--- src/rtl/fx_div_32x11.sv ---
// Sequential signed fixed-point divider: q = trunc((p << FRAC) / y), saturated to PW bits.
// Define FX_DIV_ROUND_EN to round the quotient half away from zero instead of truncating.
module fx_div_32x11 #(
  parameter int PW   = 32,
  parameter int YW   = 11,
  parameter int FRAC = 10
) (
  input  logic          clk,
  input  logic          rst,
  input  logic          in_valid,
  output logic          in_ready,
  input  logic [PW-1:0] p,
  input  logic [YW-1:0] y,
  output logic          out_valid,
  input  logic          out_ready,
  output logic [PW-1:0] q,
  output logic [YW-1:0] rem,
  output logic          div_zero,
  output logic          ovf
);

  localparam int DW = PW + FRAC;  // internal dividend / quotient magnitude width
  localparam int MW = YW + 1;     // divisor magnitude width (holds 2^(YW-1))
  localparam int RW = YW + 2;     // signed partial remainder width
  localparam int CW = 6;

  localparam logic [PW-1:0] Q_POS   = {1'b0, {(PW-1){1'b1}}};
  localparam logic [PW-1:0] Q_NEG   = {1'b1, {(PW-1){1'b0}}};
  localparam logic [DW-1:0] POS_MAX = {{(DW-PW+1){1'b0}}, {(PW-1){1'b1}}};
  localparam logic [DW-1:0] NEG_MAX = POS_MAX + 1'b1;
  localparam logic [CW-1:0] CNT_LAST = CW'(DW - 1);

  typedef enum logic [1:0] {
    IDLE,
    DIV,
    FIX,
    DONE
  } state_t;

  state_t        state, state_nx;
  logic [CW-1:0] cnt;
  logic          sign_n, sign_d;
  logic [DW-1:0] dvd;
  logic [MW-1:0] dvs;
  logic [RW-1:0] prem;

  logic [PW-1:0] q_r;
  logic [YW-1:0] rem_r;
  logic          dz_r, ovf_r;

  logic          accept, y_zero;
  logic [DW-1:0] p_ext, p_mag;
  logic [MW-1:0] y_ext, y_mag;
  logic [RW-1:0] dvs_x, prem_sh, prem_nx;

  logic [YW-1:0] rem_fix, rem_fix_s;
  logic [DW-1:0] qmag;
  logic          neg, sat;
  logic [PW-1:0] q_fix;

  assign accept = in_valid & in_ready;
  assign y_zero = (y == '0);

  // Operand magnitudes; the negations are exact because both widths carry one spare bit.
  always_comb begin
    p_ext = {p, {FRAC{1'b0}}};
    p_mag = p[PW-1] ? (~p_ext + 1'b1) : p_ext;
    y_ext = {y[YW-1], y};
    y_mag = y[YW-1] ? (~y_ext + 1'b1) : y_ext;
  end

  // Non-restoring step: shift in the next dividend bit, add or subtract by remainder sign.
  always_comb begin
    dvs_x   = {1'b0, dvs};
    prem_sh = {prem[RW-2:0], dvd[DW-1]};
    prem_nx = prem[RW-1] ? (prem_sh + dvs_x) : (prem_sh - dvs_x);
  end

  // Final correction, optional rounding, sign application and saturation.
  always_comb begin
    rem_fix = prem[YW-1:0] + (prem[RW-1] ? dvs[YW-1:0] : '0);
    qmag    = dvd;
`ifdef FX_DIV_ROUND_EN
    if ({rem_fix, 1'b0} >= dvs) qmag = dvd + 1'b1;
`endif
    neg   = sign_n ^ sign_d;
    sat   = 1'b0;
    q_fix = '0;
    if (!neg) begin
      sat   = (qmag > POS_MAX);
      q_fix = sat ? Q_POS : qmag[PW-1:0];
    end else begin
      sat   = (qmag > NEG_MAX);
      q_fix = sat ? Q_NEG : (~qmag[PW-1:0] + 1'b1);
    end
    rem_fix_s = sign_n ? (~rem_fix + 1'b1) : rem_fix;
  end

  always_ff @(posedge clk) begin
    if (rst) state <= IDLE;
    else     state <= state_nx;
  end

  always_comb begin
    state_nx = state;
    case (state)
      IDLE: if (accept) state_nx = y_zero ? DONE : DIV;
      DIV:  if (cnt == CNT_LAST) state_nx = FIX;
      FIX:  state_nx = DONE;
      DONE: if (out_ready) state_nx = IDLE;
      default: state_nx = IDLE;
    endcase
  end

  always_comb begin
    in_ready  = (state == IDLE);
    out_valid = (state == DONE);
  end

  always_ff @(posedge clk) begin
    if (rst) begin
      cnt    <= '0;
      sign_n <= 1'b0;
      sign_d <= 1'b0;
      dvd    <= '0;
      dvs    <= '0;
      prem   <= '0;
      q_r    <= '0;
      rem_r  <= '0;
      dz_r   <= 1'b0;
      ovf_r  <= 1'b0;
    end else begin
      case (state)
        IDLE: begin
          if (accept) begin
            sign_n <= p[PW-1];
            sign_d <= y[YW-1];
            dvd    <= p_mag;
            dvs    <= y_mag;
            prem   <= '0;
            cnt    <= '0;
            ovf_r  <= 1'b0;
            dz_r   <= y_zero;
            if (y_zero) begin
              q_r   <= p[PW-1] ? Q_NEG : Q_POS;
              rem_r <= '0;
            end
          end
        end
        DIV: begin
          prem <= prem_nx;
          dvd  <= {dvd[DW-2:0], ~prem_nx[RW-1]};
          cnt  <= (cnt == CNT_LAST) ? '0 : cnt + 1'b1;
        end
        FIX: begin
          q_r   <= q_fix;
          rem_r <= rem_fix_s;
          ovf_r <= sat;
        end
        default: ;
      endcase
    end
  end

  assign q        = q_r;
  assign rem      = rem_r;
  assign div_zero = dz_r;
  assign ovf      = ovf_r;

endmodule

--- config.mk ---
export PLATFORM = sky130hd
export DESIGN_NAME = fx_div_32x11
export DESIGN_NICKNAME = d
export VERILOG_FILES = /design/src/rtl/fx_div_32x11.sv
export SDC_FILE = /design/constraint.sdc
export NUM_CORES = 1
export LEC_CHECK = 0
export ABC_AREA = 1
export BUFFER_PORTS_ARGS = -buffer_cell sky130_fd_sc_hd__buf_4
export CAP_MARGIN = 20
export CELL_PAD_IN_SITES_DETAIL_PLACEMENT = 2
export CELL_PAD_IN_SITES_GLOBAL_PLACEMENT = 2
export CORE_ASPECT_RATIO = 1.5
export CORE_MARGIN = 3
export CORE_UTILIZATION = 29
export DETAILED_ROUTE_END_ITERATION = 6
export PLACE_DENSITY = 0.75
export SYNTH_ARGS = -nofsm -noshare
export SYNTH_HDL_FRONTEND = slang
export SYNTH_SLANG_ARGS = --single-unit
--- constraint.sdc ---
create_clock -name clk -period 2.8 [get_ports clk]
set_input_delay 0.14 -clock clk [delete_from_list [all_inputs] [get_ports clk]]
set_output_delay 0.14 -clock clk [all_outputs]
set_load 0.01 [all_outputs]
==> out/qor.csv, run 1 <==
metric;value;unit
top_reg_cell synth;dfxtp_1;
row count;78;
Synth async-reset ratio;0;%
Sink Count;122;
Vias;9860;
# setup viols final;0;
Core Area;0.0304;mm²
mux cell area share after synthesis;0;%
Power Density;1040;mW/mm²
crit path capture type;flip-flop;
vias in the first global route;10500;
Rel. slew slack;48.0;%
max cap viols;0;
EDFF count, synth;0;
initial antenna violation count;0;
Worst Path Arrival;3.00;ns
Required @ worst endpoint;3.16;ns
P&R area growth vs syn;21.6;%
drt drc;0;
die height;221;µm
I/O pin count;94;
share of layout cells above drive strength 1;15.2;%
post-DR wirelength/cell;18.4;µm
first-pass GRT wire length;56300;µm
fin crit share;94.2;%
Post-Syn Nets;1502;
P_leak;5.00;nW
register area share after synthesis;27.3;%
vias per inst;5.13;
fin crit period;2.64;ns
Port Buffers;93;
unrepaired setup endpoints after global routing;true;
GR Util All Layers;21.4;%
worst setup margin;0.162;ns
die area;0.0330;mm²
die span in x;149;µm
largest net degree at the start of global routing;64;
Max VDD drop;0.453;mV
reg2reg start;dvs[1];
CP Launch Type;flip-flop;
hold path start;y[3];
Place WS;-0.0392;ns
nets@finish;1592;
Worst Hold Class;primary input to flip-flop;
Setup Crit Path Kind;flip-flop to flip-flop;
Seq cells post-synth;122;
DR pass1 iterations;4;
Clock Skew;0.0110;ns
combinational family with the most area after synthesis;simple AND/OR/NAND/NOR gates;
Root Driver;clkbuf_16;
Worst Path Max Fanout;4;
DP HPWL;27100;µm
Worst Setup SP;dvs[1];
post-route ant nets;0;
Final Util;35.8;%
Mapped Cells;1420;
actual slew at the worst max-slew pin;0.780;ns
grt ovf;0;
Synth Cell Area;0.00894;mm²
number of distinct library cells after synthesis;52;
area share of xor/xnor cells in the synthesized design;5.78;%
n_diodes;0;
post-synthesis compound-gate area fraction;20.4;%
FMAX;379;MHz
cell accounting for the most synthesized area;dfxtp_1;
TritonCTS clock tree;done;
gpl congestion;0.907;
final hold vios;0;
Reg clk slew, reported paths;0.06;ns
status;complete, no violations;
Initial DRC Count;293;
Initial Util;29.5;%
simple-gate area share of the yosys netlist;32.2;%
Yosys top cell area share;27.3;%
synth top area cells;dfxtp_1, nand2_1, a21oi_1;
clk buf depth;2;
Adder-Cell Fraction of Synth Area;5.07;%
CTS H-tree lvls;4;
Syn Area/Cell;6.30;µm²
Worst-Skew Late Latency;0.44;ns
Total Routed Length;35300;µm
synth warn;0;
# fillers;3751;
Final Max Slew Viols;0;
CTS Buf Count;17;
[synthesized netlist by cell type, types with 25 or more instances]
library cell	n
nand2_1	358
clkbuf_1	35
dfxtp_1	122
nor3_1	25
inv_1	135
nor2_1	154
o211ai_1	27
ha_1	33
nand3_1	82
o21ai_0	102
xor2_1	44
a21oi_1	153
[kinds of logic after synthesis]
kind of cell,Yosys count
DFF,122
AOI/OAI and AO/OA,326
buffers and inverters,206
xor gates and xnor gates,59
adders and majority gates,35
and+or+nand+nor,672
[per-stage QoR]
stage          power (mW)  instance area (µm²)  cells  TNS, ns  hold WS (ns)
2_1_floorplan        6.70                 8940   1420        0         0.301
3_3_place_gp         8.56                10100   1885        0         0.451
3_5_place_dp         8.80                10100   1885  -0.0414         0.459
4_1_cts              11.2                10700   1919        0       0.00903
5_1_grt              12.3                10900   1923  -0.0781        0.0244
6_report             11.3                10900   1923        0        0.0304
[cell type report]
cell class | count | area [µm²] | area share, %
Multi-Input combinational cell | 1092 | 5770 | 53.1
Sequential cell | 122 | 2450 | 22.5
Timing Repair Buffer | 132 | 1020 | 9.42
Inverter | 145 | 544 | 5.01
Tap cell | 400 | 500 | 4.60
Clock buffer | 26 | 499 | 4.59
Clock inverter | 6 | 86.3 | 0.794
[cells in the final DEF (no fill, tap or decap), types with 3 or more instances in the layout]
cell type / count
inv_2: 9
nand2_1: 356
nand4_1: 14
o21ai_2: 18
clkbuf_8: 4
o211ai_1: 27
xnor2_1: 14
nor3_1: 22
a31oi_1: 5
buf_4: 127
nor2_1: 152
nor3_2: 5
nand3_1: 82
nor2_2: 8
nor4_1: 5
inv_1: 133
nand2_2: 5
xor2_1: 44
o21ai_1: 7
nand2_4: 4
ha_1: 30
ha_2: 3
dfxtp_1: 118
a21oi_2: 3
clkbuf_16: 17
clkbuf_1: 5
nand3b_1: 4
o21bai_1: 4
dfxtp_2: 4
a21oi_1: 150
o21ai_0: 98
nor2_4: 4
clkinv_1: 3
[critical path, cell delays in order (launching register included)]
cell,delay (ns)
dfxtp_2,0.34
inv_1,0.07
ha_2,0.21
nand2_4,0.09
o41ai_4,0.31
xnor2_1,0.12
ha_1,0.32
nand2_2,0.08
nor3_2,0.17
nand2_1,0.08
o211ai_1,0.19
and2_4,0.21
nor2_2,0.04
a21oi_1,0.12
o21ai_1,0.09
a21oi_1,0.13
[flip-flops by register name, summed over array words and instances (netlist names)]
| name | flops |
|---|---|
| q | 32 |
| dvs | 12 |
| prem | 13 |
| rem | 11 |
| ovf | 1 |
| cnt | 6 |
| sign_n | 1 |
| sign_d | 1 |
| div_zero | 1 |
| state | 2 |
| dvd | 42 |
[where the power goes]
group,switching [mW],internal [mW],total [mW]
Combinational,4.27,2.28,6.54
Sequential,0.432,2.08,2.51
Clock,0.837,1.40,2.24
Total,5.53,5.76,11.3
[layer usage]
layer	vias up	part of all wire [%]	global-route usage (%)
met5	-	0	0
met2	128	54	40.6
met4	0	3.1	8.07
li1	4847	-	-
met1	4830	40	23.7
met3	55	2.3	2.93
[final timing paths]
| kind | end | slack (ns) | cells after the start |
|---|---|---|---|
| setup / recovery | prem[11] | 0.16 | 15 |
| hold / removal | dvs[3] | 0.03 | 3 |
| setup reg to reg | prem[11] | 0.16 | 15 |
| hold reg to reg | rem[5] | 0.47 | 2 |
[repair_timing]
action	CTS	global route
pin swaps	0	11
endpoints found under the hold margin	2	0
hold buffers	2	0
gates resized for setup	2	30
setup buffers	0	4
endpoints found under the setup margin	3	14
Note: power is estimated with default switching activity, not from simulation.
==> run 2, diff against run 1 <==
CORE_UTILIZATION = 32   (was 29)
PLACE_DENSITY = 0.78   (was 0.75)
REMOVE_ABC_BUFFERS = 1   (was not set)
clock period = 2.6 ns   (was 2.8 ns; I/O delays follow)
==> out/qor.csv, run 2 (synthesized netlist as in run 1, its figures left out) <==
metric;value;unit;change
P_leak;5.27;nW;was 5.00 nW
Root Driver;clkbuf_16;;unchanged
WHS Path Cells;4;;was 3
final hold vios;0;;unchanged
Total Routed Length;39500;µm;was 35,300 µm
Worst-Skew Late Latency;0.45;ns;was 0.44 ns
max cap viols;0;;unchanged
# setup viols final;10;;was 0
Vias;10300;;was 9,860
part of the power in registers;20.0;%;was 22.2%
worst r2r path cells;14;;was 15
share of layout cells above drive strength 1;21.4;%;was 15.2%
Worst Path Max Fanout;4;;unchanged
clk buf depth;2;;unchanged
fin crit share;102;%;was 94.2%
vias per inst;5.43;;was 5.13
combinational share of power;59.2;%;was 57.9%
initial antenna violation count;0;;unchanged
die span in x;142;µm;was 149 µm
DP HPWL;27400;µm;was 27,100 µm
Clk network pwr share;20.8;%;was 19.8%
CTS Buf Count;17;;unchanged
Power Density;1200;mW/mm²;was 1040 mW/mm²
grt ovf;0;;unchanged
actual slew at the worst max-slew pin;0.780;ns;about the same
unrepaired setup endpoints after global routing;true;;unchanged
Required @ worst endpoint;2.98;ns;was 3.16 ns
commonest cells after routing, fill and taps aside;nand2_1, buf_4, nor2_1, a21oi_1, inv_1;;was nand2_1, nor2_1, a21oi_1, inv_1, buf_4
most common cell after layout, fill and taps aside;nand2_1;;unchanged
Place WS;-0.268;ns;was -0.0392 ns
largest net degree at the start of global routing;63;;was 64
DR pass1 iterations;5;;was 4
Final Max Slew Viols;0;;unchanged
Reg clk slew, reported paths;0.06;ns;about the same
n_diodes;0;;unchanged
nets@finish;1618;;was 1,592
drt drc;0;;unchanged
# fillers;3379;;was 3,751
Sink Count;122;;unchanged
P&R area growth vs syn;27.9;%;was 21.6%
DP Area;0.0102;mm²;was 0.0101 mm²
Core Area;0.0274;mm²;was 0.0304 mm²
Worst Hold Class;primary input to flip-flop;;unchanged
switching share of power;48.8;%;was 49.0%
Max VDD drop;0.538;mV;was 0.453 mV
worst setup margin;-0.0554;ns;was 0.162 ns
I/O pin count;94;;unchanged
Initial Util;32.6;%;was 29.5%
vias in the first global route;11100;;was 10,500
post-route ant nets;0;;unchanged
first-pass GRT wire length;60500;µm;was 56,300 µm
fin crit period;2.66;ns;was 2.64 ns
crit path capture type;flip-flop;;unchanged
Port Buffers;93;;unchanged
status;complete, but fails checks;;was complete, no violations
PnR Total Power;13.7;mW;was 11.3 mW
Largest register FFs;42;;unchanged
CTS H-tree lvls;4;;unchanged
Biggest register;dvd;;unchanged
Worst Path Arrival;3.03;ns;was 3.00 ns
die height;211;µm;was 221 µm
TritonCTS clock tree;done;;unchanged
Setup Crit Path Kind;flip-flop to flip-flop;;unchanged
die area;0.0300;mm²;was 0.0330 mm²
Int Pwr;7.01;mW;was 5.76 mW
FMAX;377;MHz;was 379 MHz
row count;74;;was 78
post-DR wirelength/cell;20.9;µm;was 18.4 µm
CP Launch Type;flip-flop;;unchanged
Initial DRC Count;345;;was 293
Clock Skew;0.0102;ns;was 0.0110 ns
failing checks;negative setup slack;;
design area;0.0114;mm²;was 0.0109 mm²
gpl congestion;0.822;;was 0.907
Rel. slew slack;48.0;%;about the same
Net Switching;6.68;mW;was 5.53 mW
GR Util All Layers;25.5;%;was 21.4%
run 2: metal layers:
metal  vias to the layer above  share of wire (%)  global-route usage [%]
li1                       4892                  -                       -
met1                      5163                 39                    27.6
met2                       155                 56                    49.5
met3                        65                1.8                    3.62
met4                         0                3.0                    8.72
met5                         -                  0                       0
run 2: power groups by stage:
stage	registers (mW)	clock network, mW	logic, mW
global route	2.78	2.99	8.97
floorplan	2.60	0	4.42
finish	2.73	2.85	8.10
global placement	2.68	0	6.66
CTS	2.68	2.88	7.27
detailed placement	2.70	0	6.93
run 2: stage by stage:
| step | setup TNS, ns | hold WS, ns | util (%) | std cells |
|---|---|---|---|---|
| after floorplan | -104.55 | 0.199 | - | 1359 |
| after global placement | 0 | 0.429 | 37.2 | 1841 |
| after detailed placement | -0.693 | 0.434 | 37.2 | 1841 |
| after CTS | -0.0310 | 0.00186 | 40.2 | 1881 |
| after global routing | -2.32 | 0.0193 | 41.7 | 1891 |
| final | -0.261 | 0.00593 | 41.7 | 1891 |
run 2: layout make-up:
cell class              count  area [µm²]  share of cell area (%)
well taps                 342         428                    3.74
clock inverters            14         243                    2.12
clock buffers              18         439                    3.84
multi-input cells        1092        6080                    53.1
flip-flops and latches    122        2450                    21.5
inverters                 145         551                    4.81
repair buffers            158        1240                    10.9
run 2: critical path: stages, from the launching register on:
cell	delay, ns
dfxtp_2	0.36
nor3_4	0.27
nand2_2	0.12
nor3_4	0.25
nor2_2	0.07
xor2_1	0.15
ha_1	0.38
buf_4	0.17
nand2_1	0.07
nor3_1	0.19
and2_1	0.19
nor2_2	0.06
a21oi_2	0.11
o21ai_1	0.09
a21oi_1	0.12
run 2: worst paths after layout:
kind | startpoint | to | slack, ns
worst min register to register | rem[4] | rem[4] | 0.47
worst max register to register | dvs[1] | prem[11] | -0.06
worst min-delay path | p[30] | dvd[41] | 0.006
worst max-delay path | dvs[1] | prem[11] | -0.06
run 2: timing repair:
action                                  CTS  global route
setup buffers                             5            10
resized for setup                        25           100
hold buffers                              3             0
endpoints found under the hold margin     3             0
endpoints found under the setup margin   11            42
pin swaps                                14            37
==> run 3, diff against run 2 <==
REMOVE_ABC_BUFFERS = not set   (was 1)
SKIP_CTS_REPAIR_TIMING = 1   (was not set)
==> out/qor.csv, run 3 (synthesized netlist as in run 1, its figures left out) <==
metric;value;unit;change
gr busiest metal;met2;;unchanged
status;complete, but fails checks;;unchanged
GR Util met1;25.7;%;was 27.6%
drt drc;0;;unchanged
share of layout cells above drive strength 1;19.0;%;was 21.4%
Biggest register;dvd;;unchanged
Power Density;1170;mW/mm²;was 1200 mW/mm²
Worst-Skew Late Latency;0.43;ns;was 0.45 ns
Int Pwr;6.53;mW;was 7.01 mW
Fin Setup TNS;-0.911;ns;was -0.261 ns
clk buf depth;2;;unchanged
I/O pin count;94;;unchanged
CTS H-tree lvls;4;;unchanged
Sink Count;122;;unchanged
crit path capture type;flip-flop;;unchanged
GR Util All Layers;24.1;%;was 25.5%
max cap viols;0;;unchanged
# setup viols final;5;;was 10
Worst Path Buf+Inv;3;;was 1
die area;0.0300;mm²;unchanged
Final Max Slew Viols;0;;unchanged
actual slew at the worst max-slew pin;0.875;ns;was 0.780 ns
commonest cells after routing, fill and taps aside;nand2_1, nor2_1, a21oi_1, buf_4, inv_1;;was nand2_1, buf_4, nor2_1, a21oi_1, inv_1
CP Launch Type;flip-flop;;unchanged
post-route ant nets;0;;unchanged
Worst Path Arrival;3.23;ns;was 3.03 ns
combinational share of power;60.2;%;was 59.2%
CP delay by family, top;compound AO/OA/AOI/OAI gates;;was simple AND/OR/NAND/NOR gates
worst setup margin;-0.267;ns;was -0.0554 ns
Slowest-stage cell, CP;o41ai_4;;was ha_1
FMAX;349;MHz;was 377 MHz
met2 Usage GRT;47.3;%;was 49.5%
die height;211;µm;unchanged
Largest register FFs;42;;unchanged
fin crit period;2.87;ns;was 2.66 ns
Clock Skew;0.00880;ns;was 0.0102 ns
Clk network pwr share;18.8;%;was 20.8%
first-pass GRT wire length;57900;µm;was 60,500 µm
Rel. slew slack;41.7;%;was 48.0%
DR pass1 iterations;4;;was 5
Setup Crit Path Kind;flip-flop to flip-flop;;unchanged
Port Buffers;93;;unchanged
vias in the first global route;10900;;was 11,100
die span in x;142;µm;unchanged
TritonCTS clock tree;done;;unchanged
nets@finish;1608;;was 1,618
most common cell after layout, fill and taps aside;nand2_1;;unchanged
vias per inst;5.35;;was 5.43
largest net degree at the start of global routing;45;;was 63
Initial Util;32.6;%;unchanged
part of the power in registers;21.1;%;was 20.0%
gpl congestion;0.886;;was 0.822
Required @ worst endpoint;2.96;ns;was 2.98 ns
Vias;10100;;was 10,300
Reg clk slew, reported paths;0.06;ns;about the same
Worst Hold Class;primary input to flip-flop;;unchanged
Critical Path Max Stage Delay;0.38;ns;about the same
CTS Buf Count;17;;unchanged
DP HPWL;26900;µm;was 27,400 µm
switching share of power;49.5;%;was 48.8%
Root Driver;clkbuf_16;;unchanged
PnR Total Power;12.9;mW;was 13.7 mW
P&R area growth vs syn;24.1;%;was 27.9%
Max VDD drop;0.472;mV;was 0.538 mV
initial antenna violation count;0;;unchanged
cells along the critical path;inv_4, ha_4, nand2_4, o41ai_4, xnor2_2, ha_1, buf_4, a21oi_1, o211ai_1, buf_4, nand3_1, nand2_1, a21oi_2, o21ai_1, a21oi_1;;was nor3_4, nand2_2, nor3_4, nor2_2, xor2_1, ha_1, buf_4, nand2_1, nor3_1, and2_1, nor2_2, a21oi_2, o21ai_1, a21oi_1
Worst Path Max Fanout;4;;unchanged
routing usage on met3;2.79;%;was 3.62%
Total Routed Length;38000;µm;was 39,500 µm
Initial DRC Count;369;;was 345
grt ovf;0;;unchanged
P_leak;5.12;nW;was 5.27 nW
failing checks;negative hold slack, negative setup slack;;was negative setup slack
fin crit share;110;%;was 102%
Net Switching;6.41;mW;was 6.68 mW
Core Area;0.0274;mm²;unchanged
hold slack;-0.0115;ns;was 0.00593 ns
final hold vios;1;;was 0
unrepaired setup endpoints after global routing;true;;unchanged
Final Util;40.5;%;was 41.7%
n_diodes;0;;unchanged
row count;74;;unchanged
post-DR wirelength/cell;20.2;µm;was 20.9 µm
## run 3: worst paths after layout
path | slack [ns] | from | cells past startpoint | endpoint
max reg2reg | -0.27 | dvs[0] | 15 | prem[9]
min | -0.01 | y[6] | 3 | dvs[6]
max | -0.27 | dvs[0] | 15 | prem[9]
min reg2reg | 0.47 | rem[2] | 2 | rem[2]
## run 3: layer usage
metal | up-vias | part of all wire [%]
met3 | 70 | 1.9
met1 | 4968 | 38
met5 | - | 0
met2 | 160 | 56
li1 | 4869 | -
met4 | 0 | 4.0
## run 3: worst register-to-register path, delay by kind of cell (launching register included)
kind                     cells  cell delay [ns]
AO/OA/AOI/OAI                6             1.13
XOR/XNOR                     1             0.14
adder cells (fa/ha/maj)      2             0.52
buffers and inverters        3             0.43
flip-flops                   1             0.37
AND/OR/NAND/NOR              3             0.23
## run 3: final cells by class
type | count | area, µm²
sequential | 122 | 2460
timing repair buffer | 148 | 1140
multi-input combinational | 1092 | 5930
clock inverter | 12 | 123
tap | 342 | 428
clock buffer | 20 | 467
inverter | 145 | 547
fill | 3359 | 16300
## run 3: power by group through the flow
stage / clock network (mW) / logic [mW] / registers (mW)
global placement: 0 / 6.60 / 2.68
global route: 2.55 / 8.66 / 2.77
floorplan: 0 / 4.65 / 2.57
detailed placement: 0 / 6.85 / 2.70
finish: 2.43 / 7.78 / 2.72
CTS: 2.47 / 7.01 / 2.67
## run 3: metrics by stage
step | area [µm²] | instances | setup slack, ns
CTS | 10700 | 1865 | -0.322
global placement | 10100 | 1833 | 0.0362
finish | 11100 | 1881 | -0.267
detailed placement | 10100 | 1833 | -0.183
global route | 11100 | 1881 | -0.411
floorplan | 8940 | 1420 | 0.0430
